$ cat src/rtl/mcl_to_axil_master_pkg.sv
// Shared definitions for the MCL-to-AXI-Lite initiator: op codes, AXI response codes
// and the 80-bit command/response packet layouts.
package mcl_to_axil_master_pkg;

    localparam int mcl_width_lp = 80;

    localparam logic [3:0] op_wr_c      = 4'h1;
    localparam logic [3:0] op_rd_c      = 4'h2;
    localparam logic [3:0] op_wr_ack_c  = 4'h8;
    localparam logic [3:0] op_rd_data_c = 4'h9;

    localparam logic [1:0] axi_okay_c   = 2'b00;
    localparam logic [1:0] axi_exokay_c = 2'b01;
    localparam logic [1:0] axi_slverr_c = 2'b10;
    localparam logic [1:0] axi_decerr_c = 2'b11;

    typedef struct packed {
        logic [3:0]  op;
        logic [3:0]  wstrb;
        logic [7:0]  tag;
        logic [31:0] addr;
        logic [31:0] data;
    } mcl_cmd_s;

    typedef struct packed {
        logic [3:0]  op;
        logic [1:0]  resp;
        logic [1:0]  rsvd;
        logic [7:0]  tag;
        logic [31:0] addr;
        logic [31:0] data;
    } mcl_resp_s;

    function automatic mcl_resp_s make_resp(input logic [3:0] op, input logic [1:0] resp,
                                            input logic [7:0] tag, input logic [31:0] addr,
                                            input logic [31:0] data);
        make_resp = '{op: op, resp: resp, rsvd: 2'b00, tag: tag, addr: addr, data: data};
    endfunction

endpackage

$ cat src/rtl/mcl_to_axil_master_if.sv
// AXI-Lite (32-bit address/data) channel bundle between the initiator and a slave.
interface mcl_to_axil_master_if;

    logic        awvalid;
    logic        awready;
    logic [31:0] awaddr;
    logic        wvalid;
    logic        wready;
    logic [31:0] wdata;
    logic [3:0]  wstrb;
    logic        bvalid;
    logic        bready;
    logic [1:0]  bresp;
    logic        arvalid;
    logic        arready;
    logic [31:0] araddr;
    logic        rvalid;
    logic        rready;
    logic [31:0] rdata;
    logic [1:0]  rresp;

    modport master (
        output awvalid, awaddr, wvalid, wdata, wstrb, bready, arvalid, araddr, rready,
        input  awready, wready, bvalid, bresp, arready, rvalid, rdata, rresp
    );

    modport slave (
        input  awvalid, awaddr, wvalid, wdata, wstrb, bready, arvalid, araddr, rready,
        output awready, wready, bvalid, bresp, arready, rvalid, rdata, rresp
    );

endinterface

$ cat src/rtl/mcl_to_axil_master_timeout_counter.sv
// Response-wait watchdog: cleared by load, counts while enabled, flags the last allowed cycle.
module mcl_axil_timeout_counter #(
    parameter int timeout_p = 1024
) (
    input  logic clk_i,
    input  logic reset_i,
    input  logic load_i,
    input  logic en_i,
    output logic expire_o
);

    localparam int cnt_w_lp = (timeout_p > 0) ? $clog2(timeout_p + 1) : 1;
    localparam logic [cnt_w_lp-1:0] last_lp = cnt_w_lp'((timeout_p > 0) ? timeout_p - 1 : 0);

    logic [cnt_w_lp-1:0] count_r;

    always_ff @(posedge clk_i) begin
        if (reset_i || load_i) begin
            count_r <= '0;
        end else if (en_i) begin
            count_r <= count_r + cnt_w_lp'(1);
        end
    end

    // Expiry fires on the timeout_p-th enabled cycle; timeout_p == 0 never expires.
    assign expire_o = (timeout_p != 0) && en_i && (count_r == last_lp);

endmodule

$ cat src/rtl/mcl_to_axil_master.sv
// MCL command -> single AXI-Lite read/write -> MCL response; one transaction in flight.
module mcl_to_axil_master
    import mcl_to_axil_master_pkg::*;
#(
    parameter int timeout_p = 1024
) (
    input  logic                    clk_i,
    input  logic                    reset_i,
    input  logic                    mcl_v_i,
    input  logic [mcl_width_lp-1:0] mcl_data_i,
    output logic                    mcl_yumi_o,
    output logic                    mcl_v_o,
    output logic [mcl_width_lp-1:0] mcl_data_o,
    input  logic                    mcl_ready_i,
    mcl_to_axil_master_if.master    m_axil
);

    localparam logic [2:0] idle_s    = 3'd0;
    localparam logic [2:0] wr_aw_w_s = 3'd1;
    localparam logic [2:0] wr_b_s    = 3'd2;
    localparam logic [2:0] rd_ar_s   = 3'd3;
    localparam logic [2:0] rd_r_s    = 3'd4;
    localparam logic [2:0] send_s    = 3'd5;

    logic [2:0] state_r;
    mcl_cmd_s   cmd_in;
    mcl_cmd_s   cmd_r;
    mcl_resp_s  resp_r;
    logic       mcl_v_r;
    logic       drop_r;
    logic       awvalid_r, wvalid_r, bready_r, arvalid_r, rready_r;
    logic       wait_st, expire, aw_done, w_done, late_beat;

    assign cmd_in     = mcl_data_i;
    assign mcl_yumi_o = !reset_i && (state_r == idle_s) && !drop_r && mcl_v_i;
    assign mcl_v_o    = mcl_v_r;
    assign mcl_data_o = resp_r;

    assign m_axil.awvalid = awvalid_r;
    assign m_axil.awaddr  = cmd_r.addr;
    assign m_axil.wvalid  = wvalid_r;
    assign m_axil.wdata   = cmd_r.data;
    assign m_axil.wstrb   = cmd_r.wstrb;
    assign m_axil.bready  = bready_r;
    assign m_axil.arvalid = arvalid_r;
    assign m_axil.araddr  = cmd_r.addr;
    assign m_axil.rready  = rready_r;

    assign wait_st   = (state_r == wr_b_s) || (state_r == rd_r_s);
    assign aw_done   = !awvalid_r || m_axil.awready;
    assign w_done    = !wvalid_r || m_axil.wready;
    assign late_beat = drop_r && ((m_axil.bvalid && bready_r) || (m_axil.rvalid && rready_r));

    mcl_axil_timeout_counter #(.timeout_p(timeout_p)) timeout_cnt (
        .clk_i   (clk_i),
        .reset_i (reset_i),
        .load_i  (!wait_st),
        .en_i    (wait_st),
        .expire_o(expire)
    );

    always_ff @(posedge clk_i) begin
        if (reset_i) begin
            state_r   <= idle_s;
            cmd_r     <= '0;
            resp_r    <= '0;
            mcl_v_r   <= 1'b0;
            drop_r    <= 1'b0;
            awvalid_r <= 1'b0;
            wvalid_r  <= 1'b0;
            bready_r  <= 1'b0;
            arvalid_r <= 1'b0;
            rready_r  <= 1'b0;
        end else begin
            // A timed-out transaction keeps its ready high until the straggling beat is swallowed.
            if (late_beat) begin
                drop_r   <= 1'b0;
                bready_r <= 1'b0;
                rready_r <= 1'b0;
            end
            case (state_r)
                idle_s: begin
                    if (mcl_yumi_o) begin
                        cmd_r <= cmd_in;
                        if (cmd_in.op == op_wr_c) begin
                            awvalid_r <= 1'b1;
                            wvalid_r  <= 1'b1;
                            state_r   <= wr_aw_w_s;
                        end else if (cmd_in.op == op_rd_c) begin
                            arvalid_r <= 1'b1;
                            state_r   <= rd_ar_s;
                        end else begin
                            resp_r  <= make_resp(cmd_in.op, axi_slverr_c, cmd_in.tag, cmd_in.addr, '0);
                            mcl_v_r <= 1'b1;
                            state_r <= send_s;
                        end
                    end
                end
                wr_aw_w_s: begin
                    if (m_axil.awready) awvalid_r <= 1'b0;
                    if (m_axil.wready)  wvalid_r  <= 1'b0;
                    if (aw_done && w_done) begin
                        bready_r <= 1'b1;
                        state_r  <= wr_b_s;
                    end
                end
                wr_b_s: begin
                    if (m_axil.bvalid) begin
                        bready_r <= 1'b0;
                        resp_r   <= make_resp(op_wr_ack_c, m_axil.bresp, cmd_r.tag, cmd_r.addr, '0);
                        mcl_v_r  <= 1'b1;
                        state_r  <= send_s;
                    end else if (expire) begin
                        drop_r  <= 1'b1;
                        resp_r  <= make_resp(op_wr_ack_c, axi_decerr_c, cmd_r.tag, cmd_r.addr, '0);
                        mcl_v_r <= 1'b1;
                        state_r <= send_s;
                    end
                end
                rd_ar_s: begin
                    if (m_axil.arready) begin
                        arvalid_r <= 1'b0;
                        rready_r  <= 1'b1;
                        state_r   <= rd_r_s;
                    end
                end
                rd_r_s: begin
                    if (m_axil.rvalid) begin
                        rready_r <= 1'b0;
                        resp_r   <= make_resp(op_rd_data_c, m_axil.rresp, cmd_r.tag, cmd_r.addr,
                                              m_axil.rdata);
                        mcl_v_r  <= 1'b1;
                        state_r  <= send_s;
                    end else if (expire) begin
                        drop_r  <= 1'b1;
                        resp_r  <= make_resp(op_rd_data_c, axi_decerr_c, cmd_r.tag, cmd_r.addr, '0);
                        mcl_v_r <= 1'b1;
                        state_r <= send_s;
                    end
                end
                send_s: begin
                    if (mcl_ready_i) begin
                        mcl_v_r <= 1'b0;
                        state_r <= idle_s;
                    end
                end
                default: state_r <= idle_s;
            endcase
        end
    end

endmodule

$ cat src/flat_wrapper.sv
// flat-port wrapper written by rule: the top's interface ports become plain ports
module mcl_to_axil_master_flat import mcl_to_axil_master_pkg::*;
#(
    parameter int timeout_p = 1024
)
  (clk_i, reset_i, mcl_v_i, mcl_data_i, mcl_yumi_o, mcl_v_o, mcl_data_o, mcl_ready_i, m_axil_awvalid, m_axil_awaddr, m_axil_wvalid, m_axil_wdata, m_axil_wstrb, m_axil_bready, m_axil_arvalid, m_axil_araddr, m_axil_rready, m_axil_awready, m_axil_wready, m_axil_bvalid, m_axil_bresp, m_axil_arready, m_axil_rvalid, m_axil_rdata, m_axil_rresp);
  mcl_to_axil_master_if m_axil_i ();
  input  logic clk_i;
  input  logic reset_i;
  input  logic mcl_v_i;
  input  logic [mcl_width_lp-1:0] mcl_data_i;
  output logic mcl_yumi_o;
  output logic mcl_v_o;
  output logic [mcl_width_lp-1:0] mcl_data_o;
  input  logic mcl_ready_i;
  output wire logic [$bits(m_axil_i.awvalid)-1:0] m_axil_awvalid;
  output wire logic [$bits(m_axil_i.awaddr)-1:0] m_axil_awaddr;
  output wire logic [$bits(m_axil_i.wvalid)-1:0] m_axil_wvalid;
  output wire logic [$bits(m_axil_i.wdata)-1:0] m_axil_wdata;
  output wire logic [$bits(m_axil_i.wstrb)-1:0] m_axil_wstrb;
  output wire logic [$bits(m_axil_i.bready)-1:0] m_axil_bready;
  output wire logic [$bits(m_axil_i.arvalid)-1:0] m_axil_arvalid;
  output wire logic [$bits(m_axil_i.araddr)-1:0] m_axil_araddr;
  output wire logic [$bits(m_axil_i.rready)-1:0] m_axil_rready;
  input wire logic [$bits(m_axil_i.awready)-1:0] m_axil_awready;
  input wire logic [$bits(m_axil_i.wready)-1:0] m_axil_wready;
  input wire logic [$bits(m_axil_i.bvalid)-1:0] m_axil_bvalid;
  input wire logic [$bits(m_axil_i.bresp)-1:0] m_axil_bresp;
  input wire logic [$bits(m_axil_i.arready)-1:0] m_axil_arready;
  input wire logic [$bits(m_axil_i.rvalid)-1:0] m_axil_rvalid;
  input wire logic [$bits(m_axil_i.rdata)-1:0] m_axil_rdata;
  input wire logic [$bits(m_axil_i.rresp)-1:0] m_axil_rresp;
  assign m_axil_awvalid = m_axil_i.awvalid;
  assign m_axil_awaddr = m_axil_i.awaddr;
  assign m_axil_wvalid = m_axil_i.wvalid;
  assign m_axil_wdata = m_axil_i.wdata;
  assign m_axil_wstrb = m_axil_i.wstrb;
  assign m_axil_bready = m_axil_i.bready;
  assign m_axil_arvalid = m_axil_i.arvalid;
  assign m_axil_araddr = m_axil_i.araddr;
  assign m_axil_rready = m_axil_i.rready;
  assign m_axil_i.awready = m_axil_awready;
  assign m_axil_i.wready = m_axil_wready;
  assign m_axil_i.bvalid = m_axil_bvalid;
  assign m_axil_i.bresp = m_axil_bresp;
  assign m_axil_i.arready = m_axil_arready;
  assign m_axil_i.rvalid = m_axil_rvalid;
  assign m_axil_i.rdata = m_axil_rdata;
  assign m_axil_i.rresp = m_axil_rresp;
  mcl_to_axil_master #(.timeout_p(timeout_p)) u_core (.clk_i(clk_i), .reset_i(reset_i), .mcl_v_i(mcl_v_i), .mcl_data_i(mcl_data_i), .mcl_yumi_o(mcl_yumi_o), .mcl_v_o(mcl_v_o), .mcl_data_o(mcl_data_o), .mcl_ready_i(mcl_ready_i), .m_axil(m_axil_i));
endmodule
$ cat config.mk
export PLATFORM = sky130hd
export DESIGN_NAME = mcl_to_axil_master_flat
export DESIGN_NICKNAME = d
export VERILOG_FILES = /design/src/rtl/mcl_to_axil_master_pkg.sv /design/src/rtl/mcl_to_axil_master_if.sv /design/src/rtl/mcl_to_axil_master_timeout_counter.sv /design/src/rtl/mcl_to_axil_master.sv /design/src/flat_wrapper.sv
export SDC_FILE = /design/constraint.sdc
export NUM_CORES = 1
export LEC_CHECK = 0
export CAP_MARGIN = 20
export CORE_MARGIN = 5
export CORE_UTILIZATION = 30
export CTS_BUF_LIST = sky130_fd_sc_hd__clkbuf_4 sky130_fd_sc_hd__clkbuf_8
export DETAILED_ROUTE_END_ITERATION = 12
export MAX_ROUTING_LAYER = met4
export PLACE_DENSITY = 0.61
export SETUP_SLACK_MARGIN = 0.2
export SYNTH_ARGS = -nofsm -noshare
export SYNTH_HDL_FRONTEND = slang
export SYNTH_SLANG_ARGS = --single-unit
$ cat constraint.sdc
create_clock -name clk_i -period 2.3 [get_ports clk_i]
set_clock_uncertainty 0.05 [all_clocks]
set_input_delay 0.23 -clock clk_i [delete_from_list [all_inputs] [get_ports clk_i]]
set_output_delay 0.23 -clock clk_i [all_outputs]
set_load 0.02 [all_outputs]
==> metrics, run 1 <==
# nets final 1219; Req. time, crit path 2.60 ns; layout cells sized above 1 0.103; FF+latch area 3510 um^2; area of the multi-input gates 3110 um^2; period utilization 0.955; Fin. Hold Viols 0; Max Slew Vio Count 0; Crit Path Max Fanout 6; DRT Wirelength 25.3 mm; die span in y 170 um; Period minus WS final 2.20 ns; synthesized cell area 7650 um^2; DPL Wire Length 16.2 mm; pwr dens 1120 nW/um^2; Starting Density 0.305; root buf cell clkbuf_8; Placer Congestion 0.797; number of synthesized flops with an enable pin 0; Max stage delay on crit path 0.37 ns; class of the worst hold path in2reg; I/O Buffers 309; Non-Filler Instances 1435; worst path cell trace ha_4 -> nand2_2 -> or3_4 -> o31ai_4 -> buf_4 -> buf_6 -> a21oi_4 -> clkbuf_16 -> a22o_1; relative max-transition margin 0.479; post-synthesis sequential area ratio 0.458; Core ar. 25100 um^2; grt ovf 0; Tot Pwr 12.6 mW; placed cell area 10400 um^2; synthesized area per cell 8.74 um^2; htree depth 4; Syn-to-layout area delta 46.6%; MaxCap Viol Count 0; Main synth FF type dfxtp_1; cell area after layout 11200 um^2; RSZ-0062 raised after global routing yes; Worst-path clk slew 0.10 ns; die area 28800 um^2; CP endpoint kind flip-flop; total CTS buffers 17; # rows 58; slowest CP cell dfxtp_2; outcome finished, final reports clean; Routed wire per std cell 17.7 um; Max Root-Sink Buffers 2; Synth cell types 54; filler cell count 2476; drt drc 0; vias per inst 4.68; Post-Syn Instances 875; startpoint types flip-flop; DR vias 6720; drt first pass iters 4; antenna violations before repair 0; Die Width 170 um; Initial DRC Count 378; GRT Total Usage 0.168; Leak 4.18 nW; Antenna Nets Post-Route 0; CP Class reg2reg; Fmax 455 MHz; pin count of the biggest net entering global routing 139; Clock Latency Late Sink 0.45 ns; Num Clock Sinks 175; Warnings, synthesis 0; critical path's top delay family compound AO/OA/AOI/OAI gates; Worst VDD drop 0.704 mV; TritonCTS clock tree done; first-pass GRT wire length 37.0 mm; crit path DAT 2.49 ns; #FFs+latches synth 175; IO Count 312; Inst Count DP 1381; number of global-route vias before repair 6472; final setup violation count 0; Post-synth ARST share 0; Bufs and invs on worst path 3; n_diodes 0; slew of the pin with the lowest slew margin 0.782 ns
[state kept, by name (all words and copies together) (netlist names)]
| name | cells |
|---|---|
| u_core.cmd_r | 8 |
| u_core.drop_r | 1 |
| u_core.m_axil.araddr | 32 |
| u_core.m_axil.arvalid | 1 |
| u_core.m_axil.awvalid | 1 |
| u_core.m_axil.bready | 1 |
| u_core.m_axil.rready | 1 |
| u_core.m_axil.wdata | 32 |
| u_core.m_axil.wstrb | 4 |
| u_core.m_axil.wvalid | 1 |
| u_core.mcl_data_o | 78 |
| u_core.mcl_v_o | 1 |
| u_core.state_r | 3 |
| u_core.timeout_cnt.count_r | 11 |
[worst register-to-register path, cell delays in order, from the launching register on]
cell	delay, ns
dfxtp_2	0.37
ha_4	0.14
nand2_2	0.05
or3_4	0.36
o31ai_4	0.35
buf_4	0.18
buf_6	0.10
a21oi_4	0.08
clkbuf_16	0.21
a22o_1	0.23
[metal layers]
layer | up-vias | routed length (um) | global-route usage
met1 | 3116 | 11400 | 0.211
met3 | 13 | 1620 | 0.0417
met4 | 0 | 280 | 0.0340
met5 | - | 0 | -
met2 | 240 | 12100 | 0.274
li1 | 3351 | - | -
[report_power, final]
part	switching [mW]	internal [mW]	total [mW]
registers	0.393	3.69	4.08
clock network	1.21	1.03	2.24
logic	3.40	2.88	6.28
[kinds of logic (layout without fill, tap and decap cells)]
logic type               after synthesis  count (layout)  synth area share
XOR/XNOR                              11              11            0.0126
AO/OA/AOI/OAI                        239             240             0.200
multiplexers                          40              40            0.0524
adder cells (fa/ha/maj)                1               1           0.00164
buffers and inverters                175             403             0.147
AND/OR/NAND/NOR                      233             233             0.128
flip-flops                           175             175             0.458
other                                  1               2          0.000490
[through the flow]
stage                util  TNS [ns]  hold slack (ns)  setup slack (ns)
floorplan               -         0            0.300             0.206
global placement    0.415     -9.08            0.371            -0.237
detailed placement  0.415     -9.02            0.374            -0.237
CTS                 0.438         0            0.212             0.191
global route        0.446         0            0.209            0.0410
finish              0.446         0            0.261             0.104
[path summary, 6_finish.rpt]
| check | end | cells after the start | from | slack (ns) |
|---|---|---|---|---|
| max | u_core.mcl_data_o[22] | 9 | u_core.timeout_cnt.count_r[0] | 0.10 |
| min | u_core.drop_r | 3 | reset_i | 0.26 |
| max reg2reg | u_core.mcl_data_o[22] | 9 | u_core.timeout_cnt.count_r[0] | 0.10 |
| min reg2reg | u_core.cmd_r[64] | 2 | u_core.cmd_r[64] | 0.41 |
[cell usage in the layout (no fill, tap or decap), types with 6 or more instances in the layout]
cell,Yosys,routed
a211oi_1,41,41
a21oi_1,131,131
a22o_1,34,34
buf_12,0,8
buf_4,104,36
clkbuf_8,0,18
clkdlybuf4s50_1,0,307
dfxtp_1,175,168
dfxtp_2,0,6
mux2i_1,40,40
nand2_1,166,165
nand3_1,7,7
nor2_1,26,26
o21ai_0,6,6
xor2_1,6,6
[cells in the mapped netlist (all sizes together) (2+ instances only)]
cell / instances / area, um^2
nand3: 7 / 35.0
inv: 9 / 33.8
nor2: 27 / 104
a211oi: 43 / 333
and3: 2 / 12.5
a22o: 34 / 298
nand2b: 3 / 18.8
nor3: 5 / 25.0
buf: 128 / 946
nand4: 5 / 31.3
o31a: 2 / 17.5
clkbuf: 38 / 143
o31ai: 2 / 28.8
dfxtp: 175 / 3500
xor2: 6 / 52.6
nor2b: 3 / 18.8
or3b: 3 / 26.3
nor4: 2 / 12.5
xnor2: 5 / 43.8
a2bb2oi: 2 / 17.5
nand2: 166 / 623
or3: 5 / 31.3
mux2i: 40 / 400
o21ai: 11 / 55.1
a21oi: 133 / 681
[what timing repair did]
action | CTS | global route
pin swaps | 5 | 9
setup buffers | 5 | 11
gates resized for setup | 13 | 13
hold buffers | 0 | 0
gates cloned | 3 | 4
setup endpoints to repair | 79 | 76
[final cells by class]
| type | count | share of cell area |
|---|---|---|
| Timing Repair Buffer | 363 | 0.332 |
| Sequential cell | 175 | 0.314 |
| Multi-Input combinational cell | 527 | 0.278 |
| Tap cell | 330 | 0.0368 |
| Clock buffer | 19 | 0.0228 |
| Clock inverter | 12 | 0.0134 |
| Inverter | 9 | 0.00346 |
(Power assumes the default switching activity.)
==> run 2, diff against run 1 <==
--- a/config.mk
+++ b/config.mk
@@ -6,12 +6,12 @@
 export NUM_CORES = 1
 export LEC_CHECK = 0
 export CAP_MARGIN = 20
-export CORE_MARGIN = 5
+export CORE_MARGIN = 1
 export CORE_UTILIZATION = 30
 export CTS_BUF_LIST = sky130_fd_sc_hd__clkbuf_4 sky130_fd_sc_hd__clkbuf_8
 export DETAILED_ROUTE_END_ITERATION = 12
 export MAX_ROUTING_LAYER = met4
-export PLACE_DENSITY = 0.61
+export PLACE_DENSITY = 0.64
 export SETUP_SLACK_MARGIN = 0.2
 export SYNTH_ARGS = -nofsm -noshare
 export SYNTH_HDL_FRONTEND = slang
==> run 2 against run 1 <==
Against the previous run: hold slack worse by 0.0026 ns; die area down 9.2%; final cell count down 1.5%; global-route usage up 0.50 points; non-clock buffer count down 21; wire length down 11%; critical path type unchanged; largest power group unchanged.
==> metrics, run 2 (synthesis results as in run 1) <==
DR vias 6700 (was 6720); TritonCTS clock tree done (unchanged); Fin. Hold Viols 0 (unchanged); die span in y 162 um (was 170 um); Worst-path clk slew 0.11 ns (was 0.10 ns); GRT Total Usage 0.173 (was 0.168); n_diodes 0 (unchanged); Crit Path Max Fanout 32 (was 6); relative max-transition margin 0.510 (was 0.479); drt drc 0 (unchanged); worst reg2reg startpoint u_core.timeout_cnt.count_r[0] (unchanged); number of global-route vias before repair 6249 (was 6472); slowest CP cell or3_4 (was dfxtp_2); Core ar. 25100 um^2 (unchanged); Post-Place Setup Slack -0.0605 ns (was -0.237 ns); CP endpoint kind flip-flop (unchanged); drt first pass iters 4 (unchanged); antenna violations before repair 0 (unchanged); RSZ-0062 raised after global routing yes (unchanged); class of the worst hold path in2reg (unchanged); Antenna Nets Post-Route 0 (unchanged); Max Slew Vio Count 0 (unchanged); commonest non-fill, non-tap cells in the layout clkdlybuf4s50_1 (307), dfxtp_1 (170), nand2_1 (166), a21oi_1 (131), mux2i_1 (40) (was clkdlybuf4s50_1 (307), dfxtp_1 (168), nand2_1 (165), a21oi_1 (131), a211oi_1 (41)); period utilization 0.885 (was 0.955); commonest non-fill, non-tap cell in the layout clkdlybuf4s50_1 (unchanged); CP Class reg2reg (unchanged); crit path DAT 2.34 ns (was 2.49 ns); Max stage delay on crit path 0.37 ns (about the same); Req. time, crit path 2.61 ns (was 2.60 ns); Worst VDD drop 0.558 mV (was 0.704 mV); IO Count 312 (unchanged); PnR worst setup slack 0.265 ns (was 0.104 ns); vias per inst 4.74 (was 4.68); HP Start mcl_data_i[20] (was reset_i); outcome finished, final reports clean (unchanged); Clock Latency Late Sink 0.45 ns (about the same); die area 26100 um^2 (was 28800 um^2); Starting Density 0.305 (unchanged); grt ovf 0 (unchanged); worst path cell trace ha_2 -> nand2_1 -> or3_4 -> o31ai_4 -> buf_12 -> a21oi_4 -> buf_12 -> a22o_1 (was ha_4 -> nand2_2 -> or3_4 -> o31ai_4 -> buf_4 -> buf_6 -> a21oi_4 -> clkbuf_16 -> a22o_1); Inst Count DP 1379 (was 1381); Syn-to-layout area delta 42.7% (was 46.6%); Period minus WS final 2.04 ns (was 2.20 ns); Num Clock Sinks 175 (unchanged); startpoint types flip-flop (unchanged); utilization after layout 0.435 (was 0.446); Crit path top cell by count buf_12; # nets final 1197 (was 1219); Placer Congestion 0.848 (was 0.797); MaxCap Viol Count 0 (unchanged); Initial DRC Count 254 (was 378); slew of the pin with the lowest slew margin 0.735 ns (was 0.782 ns); htree depth 4 (unchanged); max reg flops 78 (unchanged); root buf cell clkbuf_8 (unchanged); first-pass GRT wire length 34.4 mm (was 37.0 mm); pwr dens 1120 nW/um^2 (about the same); DPL Wire Length 15.5 mm (was 16.2 mm); Routed wire per std cell 15.9 um (was 17.7 um); final setup violation count 0 (unchanged); Fmax 491 MHz (was 455 MHz); Die Width 162 um (was 170 um); pin count of the biggest net entering global routing 138 (was 139); layout cells sized above 1 0.0839 (was 0.103); Non-Filler Instances 1414 (was 1435); # rows 58 (unchanged); setup TNS 0 ns (unchanged); Critical Path Source u_core.timeout_cnt.count_r[0] (unchanged); Max Root-Sink Buffers 2 (unchanged); DRT Wirelength 22.5 mm (was 25.3 mm); Leak 4.02 nW (was 4.18 nW); total CTS buffers 17 (unchanged); Tot Pwr 12.2 mW (was 12.6 mW); CTS hold repair buffers 0 (unchanged); I/O Buffers 309 (unchanged)
run 2: changes by cell type in the layout (fill, tap and decap cells not counted), moves of 2 or more:
cell,delta
buf_4,-13
inv_8,+4
a211oi_1,-2
a211oi_2,+2
buf_6,-2
bufbuf_16,-2
clkbuf_16,-2
clkinv_4,-2
dfxtp_1,+2
run 2: area by class of cell:
type                       count  area (um^2)
sequential                   175         3510
tap                          330          413
clock inverter                14          165
multi-input combinational    526         3090
inverter                       9         38.8
fill                        2450        14200
clock buffer                  18          248
timing repair buffer         342         3450
run 2: metal layers:
layer	part of all wire	global-route usage	vias up
met5	0	-	-
met4	0.011	0.0399	0
met3	0.081	0.0529	14
met2	0.48	0.288	266
met1	0.43	0.202	3117
li1	-	-	3303
run 2: worst paths after layout:
path | endpoint | slack [ns] | depth (start not counted)
max | u_core.mcl_data_o[25] | 0.26 | 8
min | u_core.m_axil.wdata[20] | 0.26 | 3
max reg2reg | u_core.mcl_data_o[25] | 0.26 | 8
min reg2reg | u_core.timeout_cnt.count_r[0] | 0.38 | 1
run 2: metrics by stage:
step / cell area, um^2 / hold WS [ns]
after floorplan: 7660 / 0.300
after global placement: 10400 / 0.370
after detailed placement: 10400 / 0.373
after CTS: 10800 / 0.219
after global routing: 10900 / 0.223
final: 10900 / 0.258
run 2: what timing repair did:
action,CTS,global route
pin swaps,0,1
endpoints found under the setup margin,34,78
buffers inserted,0,2
resized for setup,4,15
gates cloned,0,1
run 2: where the power goes:
| group | leakage [nW] | switching [mW] | internal, mW | total (mW) |
|---|---|---|---|---|
| clock network | 0.209 | 1.28 | 0.955 | 2.24 |
| logic | 2.38 | 3.19 | 2.67 | 5.86 |
| registers | 1.43 | 0.435 | 3.69 | 4.12 |
| total | 4.02 | 4.91 | 7.31 | 12.2 |
run 2: critical path: cells and delay by family, from the launching register on:
| kind | cells | cell delay (ns) |
|---|---|---|
| compound gates | 3 | 0.53 |
| simple gates | 2 | 0.44 |
| flops | 1 | 0.36 |
| buf+inv | 2 | 0.36 |
| fa+ha+maj | 1 | 0.20 |
==> edit 1, RTL diff (config.mk and constraints of run 1) <==
`timeout_p` is set to 1024 in 3 places; all go to 2048.
--- a/src/rtl/mcl_to_axil_master_timeout_counter.sv
+++ b/src/rtl/mcl_to_axil_master_timeout_counter.sv
@@ -1,5 +1,5 @@
 // Response-wait watchdog: cleared by load, counts while enabled, flags the last allowed cycle.
 module mcl_axil_timeout_counter #(
-    parameter int timeout_p = 1024
+    parameter int timeout_p = 2048
 ) (
     input  logic clk_i,
--- a/src/rtl/mcl_to_axil_master.sv
+++ b/src/rtl/mcl_to_axil_master.sv
@@ -3,5 +3,5 @@
     import mcl_to_axil_master_pkg::*;
 #(
-    parameter int timeout_p = 1024
+    parameter int timeout_p = 2048
 ) (
     input  logic                    clk_i,
--- a/src/flat_wrapper.sv
+++ b/src/flat_wrapper.sv
@@ -2,5 +2,5 @@
 module mcl_to_axil_master_flat import mcl_to_axil_master_pkg::*;
 #(
-    parameter int timeout_p = 1024
+    parameter int timeout_p = 2048
 )
   (clk_i, reset_i, mcl_v_i, mcl_data_i, mcl_yumi_o, mcl_v_o, mcl_data_o, mcl_ready_i, m_axil_awvalid, m_axil_awaddr, m_axil_wvalid, m_axil_wdata, m_axil_wstrb, m_axil_bready, m_axil_arvalid, m_axil_araddr, m_axil_rready, m_axil_awready, m_axil_wready, m_axil_bvalid, m_axil_bresp, m_axil_arready, m_axil_rvalid, m_axil_rdata, m_axil_rresp);
Behaviour: same outputs for any inputs over 4 cycles, from zero or initial values and one cycle with reset_i high; that may be too few to reach the edited logic, so the function may still have changed.
==> edit 1 against run 1 <==
Maximum frequency grew 5.6%; worst setup slack gained 0.12 ns; design area shrank 0.84%; critical path depth shrank 1; routed wire length shrank 4.1%; core utilization shrank 0.63 points; synthesized area grew 0.95%; hold slack gained 0.0033 ns; sequential cell count grew 1; total power shrank 0.90%; sequential power grew 1%; first-iteration DRC count shrank 26%.
==> edit 1: results (changes against run 1) <==
| Metric | Value |
|---|---|
| Setup WS post-layout | 0.221 ns (was 0.104 ns) |
| Post-synthesis sequential element count | 176 (was 175) |
| Unique masters post-synth | 51 (was 54) |
| Antenna diodes | 1 (was 0) |
| Antenna violations before repair | 1 (was 0) |
| Area used by multi-input combinational logic | 3200 um2 (was 3110 um2) |
| Avg Synthesized Cell Area | 8.70 um2 (was 8.74 um2) |
| Gate Count Post-Synth | 887 (was 875) |
| Top cells by area, synth | sky130_fd_sc_hd__dfxtp_1 46%, sky130_fd_sc_hd__buf_4 10%, sky130_fd_sc_hd__a21oi_1 8.6%, sky130_fd_sc_hd__nand2_1 8.0%, sky130_fd_sc_hd__mux2i_1 5.2% (was sky130_fd_sc_hd__dfxtp_1 46%, sky130_fd_sc_hd__buf_4 10%, sky130_fd_sc_hd__a21oi_1 8.6%, sky130_fd_sc_hd__nand2_1 8.1%, sky130_fd_sc_hd__mux2i_1 5.2%) |
| Buffering overhead | 0.320 (was 0.332) |
| Launch point of the worst hold path | mcl_data_i[8] (was reset_i) |
| Most frequent cells after synthesis | 176 x sky130_fd_sc_hd__dfxtp_1, 165 x sky130_fd_sc_hd__nand2_1, 132 x sky130_fd_sc_hd__a21oi_1, 104 x sky130_fd_sc_hd__buf_4, 47 x sky130_fd_sc_hd__clkbuf_1 (was 175 x sky130_fd_sc_hd__dfxtp_1, 166 x sky130_fd_sc_hd__nand2_1, 131 x sky130_fd_sc_hd__a21oi_1, 104 x sky130_fd_sc_hd__buf_4, 41 x sky130_fd_sc_hd__a211oi_1) |
| Via-to-Cell Ratio | 4.76 (was 4.68) |
| Net switching power of the design | 4.97 mW (was 5.00 mW) |
| Routed wire length | 24300 um (was 25300 um) |
| Clock network share of area | 0.0349 (was 0.0362) |
| Filler cell count | 2498 (was 2476) |
| Leakage | 4.06 nW (was 4.18 nW) |
| IR drop worst, VDD | 0.495 mV (was 0.704 mV) |
| Share of final-layout standard cells stronger than drive strength 1 | 0.0857 (was 0.103) |
| Worst-case hold path end point | u_core.m_axil.wdata[8]$_SDFFE_PP0P_ (was u_core.drop_r$_SDFF_PP0_) |
| HPWL Detailed | 16700 um (was 16200 um) |
| Worst reg2reg path startpoint | u_core.state_r[1]$_SDFFE_PP0P_ (was u_core.timeout_cnt.count_r[0]$_SDFFE_PP0P_) |
| Register area share after synthesis | 0.456 (was 0.458) |
| Wire length of the first global-routing pass | 36400 um (was 37000 um) |
| Number of nets in the layout | 1210 (was 1219) |
| Result of the run | finished clean (unchanged) |
| Pin count of the biggest net entering global routing | 137 (was 139) |
| Largest driver fanout on the critical path | 32 (was 6) |
| Repair and plain buffers | 348 (was 363) |
| Number of DRC violations after detailed-routing iteration 0 | 279 (was 378) |
| Power attributed to the clock group | 2.17 mW (was 2.24 mW) |
| Via count of the first global-routing pass | 6572 (was 6472) |
| Cell type of the slowest stage on the worst timing path | sky130_fd_sc_hd__dfxtp_4 (was sky130_fd_sc_hd__dfxtp_2) |
| Number of vias in the routed layout | 6796 (was 6720) |
| Cell internal power dissipation | 7.51 mW (was 7.60 mW) |
| Post-placement cell count | 1391 (was 1381) |
-- edit 1: cell types whose count changed after synthesis, sizes merged, moves of 4 or more --
cell / before / now
nand2b: 3 / 9
buf: 128 / 124
a311oi: 1 / 41
a211oi: 43 / 3
clkbuf: 38 / 47
nor3: 5 / 9
-- edit 1: worst min-delay path, stage by stage --
cell,delay [ns]
sky130_fd_sc_hd__clkdlybuf4s50_1,0.39
sky130_fd_sc_hd__nand2_1,0.05
sky130_fd_sc_hd__a21oi_1,0.05
-- edit 1: cell families after synthesis --
kind of cell,count (synthesis),synth area share
flops,176,0.456
compound gates,236,0.201
simple gates,245,0.138
other cells,1,0.000486
xor+xnor,11,0.0125
fa+ha+maj,1,0.00162
buf+inv,177,0.138
mux,40,0.0519
-- edit 1: per-layer routing --
metal	vias up	share of wire	global-route usage
met5	-	0	-
met4	0	0.0096	0.0316
met3	12	0.065	0.0520
met2	189	0.48	0.262
met1	3225	0.44	0.197
li1	3370	-	-
==> edit 2, RTL diff (flow settings as in run 1) <==
Without the edit above. Make the reset (`reset_i`) asynchronous in one clocked block.
--- a/src/rtl/mcl_to_axil_master.sv
+++ b/src/rtl/mcl_to_axil_master.sv
@@ -60,5 +60,5 @@
     );
 
-    always_ff @(posedge clk_i) begin
+    always_ff @(posedge clk_i or posedge reset_i) begin
         if (reset_i) begin
             state_r   <= idle_s;
Check against the original RTL: differs if reset_i is asserted again (counterexample within 4 cycles, from zero or initial values and one cycle with reset_i high); with reset_i held inactive, the same outputs for 4 cycles.
==> edit 2 against run 1 <==
Design area grew 3.6%; hold slack got worse by 0.0087 ns; worst setup slack gained 0.11 ns; routed wire length fell by 5.4%; sequential cell count unchanged; synthesized area grew 5.4%; final cell count down 0.56%; total power grew 34%; maximum frequency increased by 5.5%.
==> edit 2: results (changes against run 1) <==
| Metric | Value |
|---|---|
| Result of the run | finished clean (unchanged) |
| Routability congestion estimate | 0.874 (was 0.797) |
| Pin count of the biggest net entering global routing | 113 (was 139) |
| Via count of the first global-routing pass | 6599 (was 6472) |
| Area fraction in compound gates after synthesis | 0.101 (was 0.200) |
| Number of nets in the layout | 1199 (was 1219) |
| Total met3 wirelength after detailed routing | 1230 um (was 1620 um) |
| M2 GR Usage | 0.266 (was 0.274) |
| HPWL Detailed | 16800 um (was 16200 um) |
| Adder-cell share of the synthesized area | 0.00155 (was 0.00164) |
| Dominant delay contributor by cell family on the critical path | simple AND/OR/NAND/NOR gates (was compound AO/OA/AOI/OAI gates) |
| Register area share after synthesis | 0.536 (was 0.458) |
| Slowest cell delay on critical path | 0.53 ns (was 0.37 ns) |
| Post-synthesis share of cell area spent on xor and xnor gates | 0.0109 (was 0.0126) |
| Met1 layer usage reported by global route | 0.183 (was 0.211) |
| Gate Count Post-Synth | 840 (was 875) |
| Cell type of the slowest stage on the worst timing path | sky130_fd_sc_hd__or4_4 (was sky130_fd_sc_hd__dfxtp_2) |
| Worst-case hold path end point | u_core.m_axil.wdata[24]$_DFFE_PP0P_ (was u_core.drop_r$_SDFF_PP0_) |
| Filler cell count | 2546 (was 2476) |
| Met3 layer usage reported by global route | 0.0389 (was 0.0417) |
| Power attributed to the clock group | 2.06 mW (was 2.24 mW) |
| Share of final-layout standard cells stronger than drive strength 1 | 0.0893 (was 0.103) |
| Routed wire length | 24000 um (was 25300 um) |
| Top cells by area, synth | sky130_fd_sc_hd__dfrtp_1 51%, sky130_fd_sc_hd__nand2_1 13%, sky130_fd_sc_hd__buf_4 9.5%, sky130_fd_sc_hd__mux2i_1 5.0%, sky130_fd_sc_hd__a22o_1 3.6% (was sky130_fd_sc_hd__dfxtp_1 46%, sky130_fd_sc_hd__buf_4 10%, sky130_fd_sc_hd__a21oi_1 8.6%, sky130_fd_sc_hd__nand2_1 8.1%, sky130_fd_sc_hd__mux2i_1 5.2%) |
| Critical path destination | u_core.mcl_data_o[49]$_DFFE_PP0P_ (was u_core.mcl_data_o[22]$_SDFFE_PP0P_) |
| Reg2reg path depth | 8 (was 9) |
| Post-DP Area | 11000 um2 (was 10400 um2) |
| Non-filler cells, final | 1427 (was 1435) |
| Top achievable clock speed | 0.480 GHz (was 0.455 GHz) |
edit 2: cell types whose count changed after synthesis, moves of 20 or more:
cell / change
sky130_fd_sc_hd__a211oi_1: -41
sky130_fd_sc_hd__a21oi_1: -123
sky130_fd_sc_hd__clkbuf_1: -20
sky130_fd_sc_hd__dfrtp_1: +164
sky130_fd_sc_hd__dfxtp_1: -164
sky130_fd_sc_hd__nand2_1: +122
sky130_fd_sc_hd__o21ai_1: +31
edit 2: final cells by class:
cell class              instances  area share
clock buffers                  20      0.0232
clock inverters                12     0.00873
inverters                       7     0.00323
multi-input cells             514       0.238
flip-flops and latches        175       0.373
well taps                     341      0.0367
repair buffers                358       0.318
edit 2: repair_timing:
item	4_1_cts	5_1_grt
gates cloned	0	5
endpoints found under the setup margin	9	74
pin swaps	2	1
gates resized for setup	5	7
setup buffers	8	0
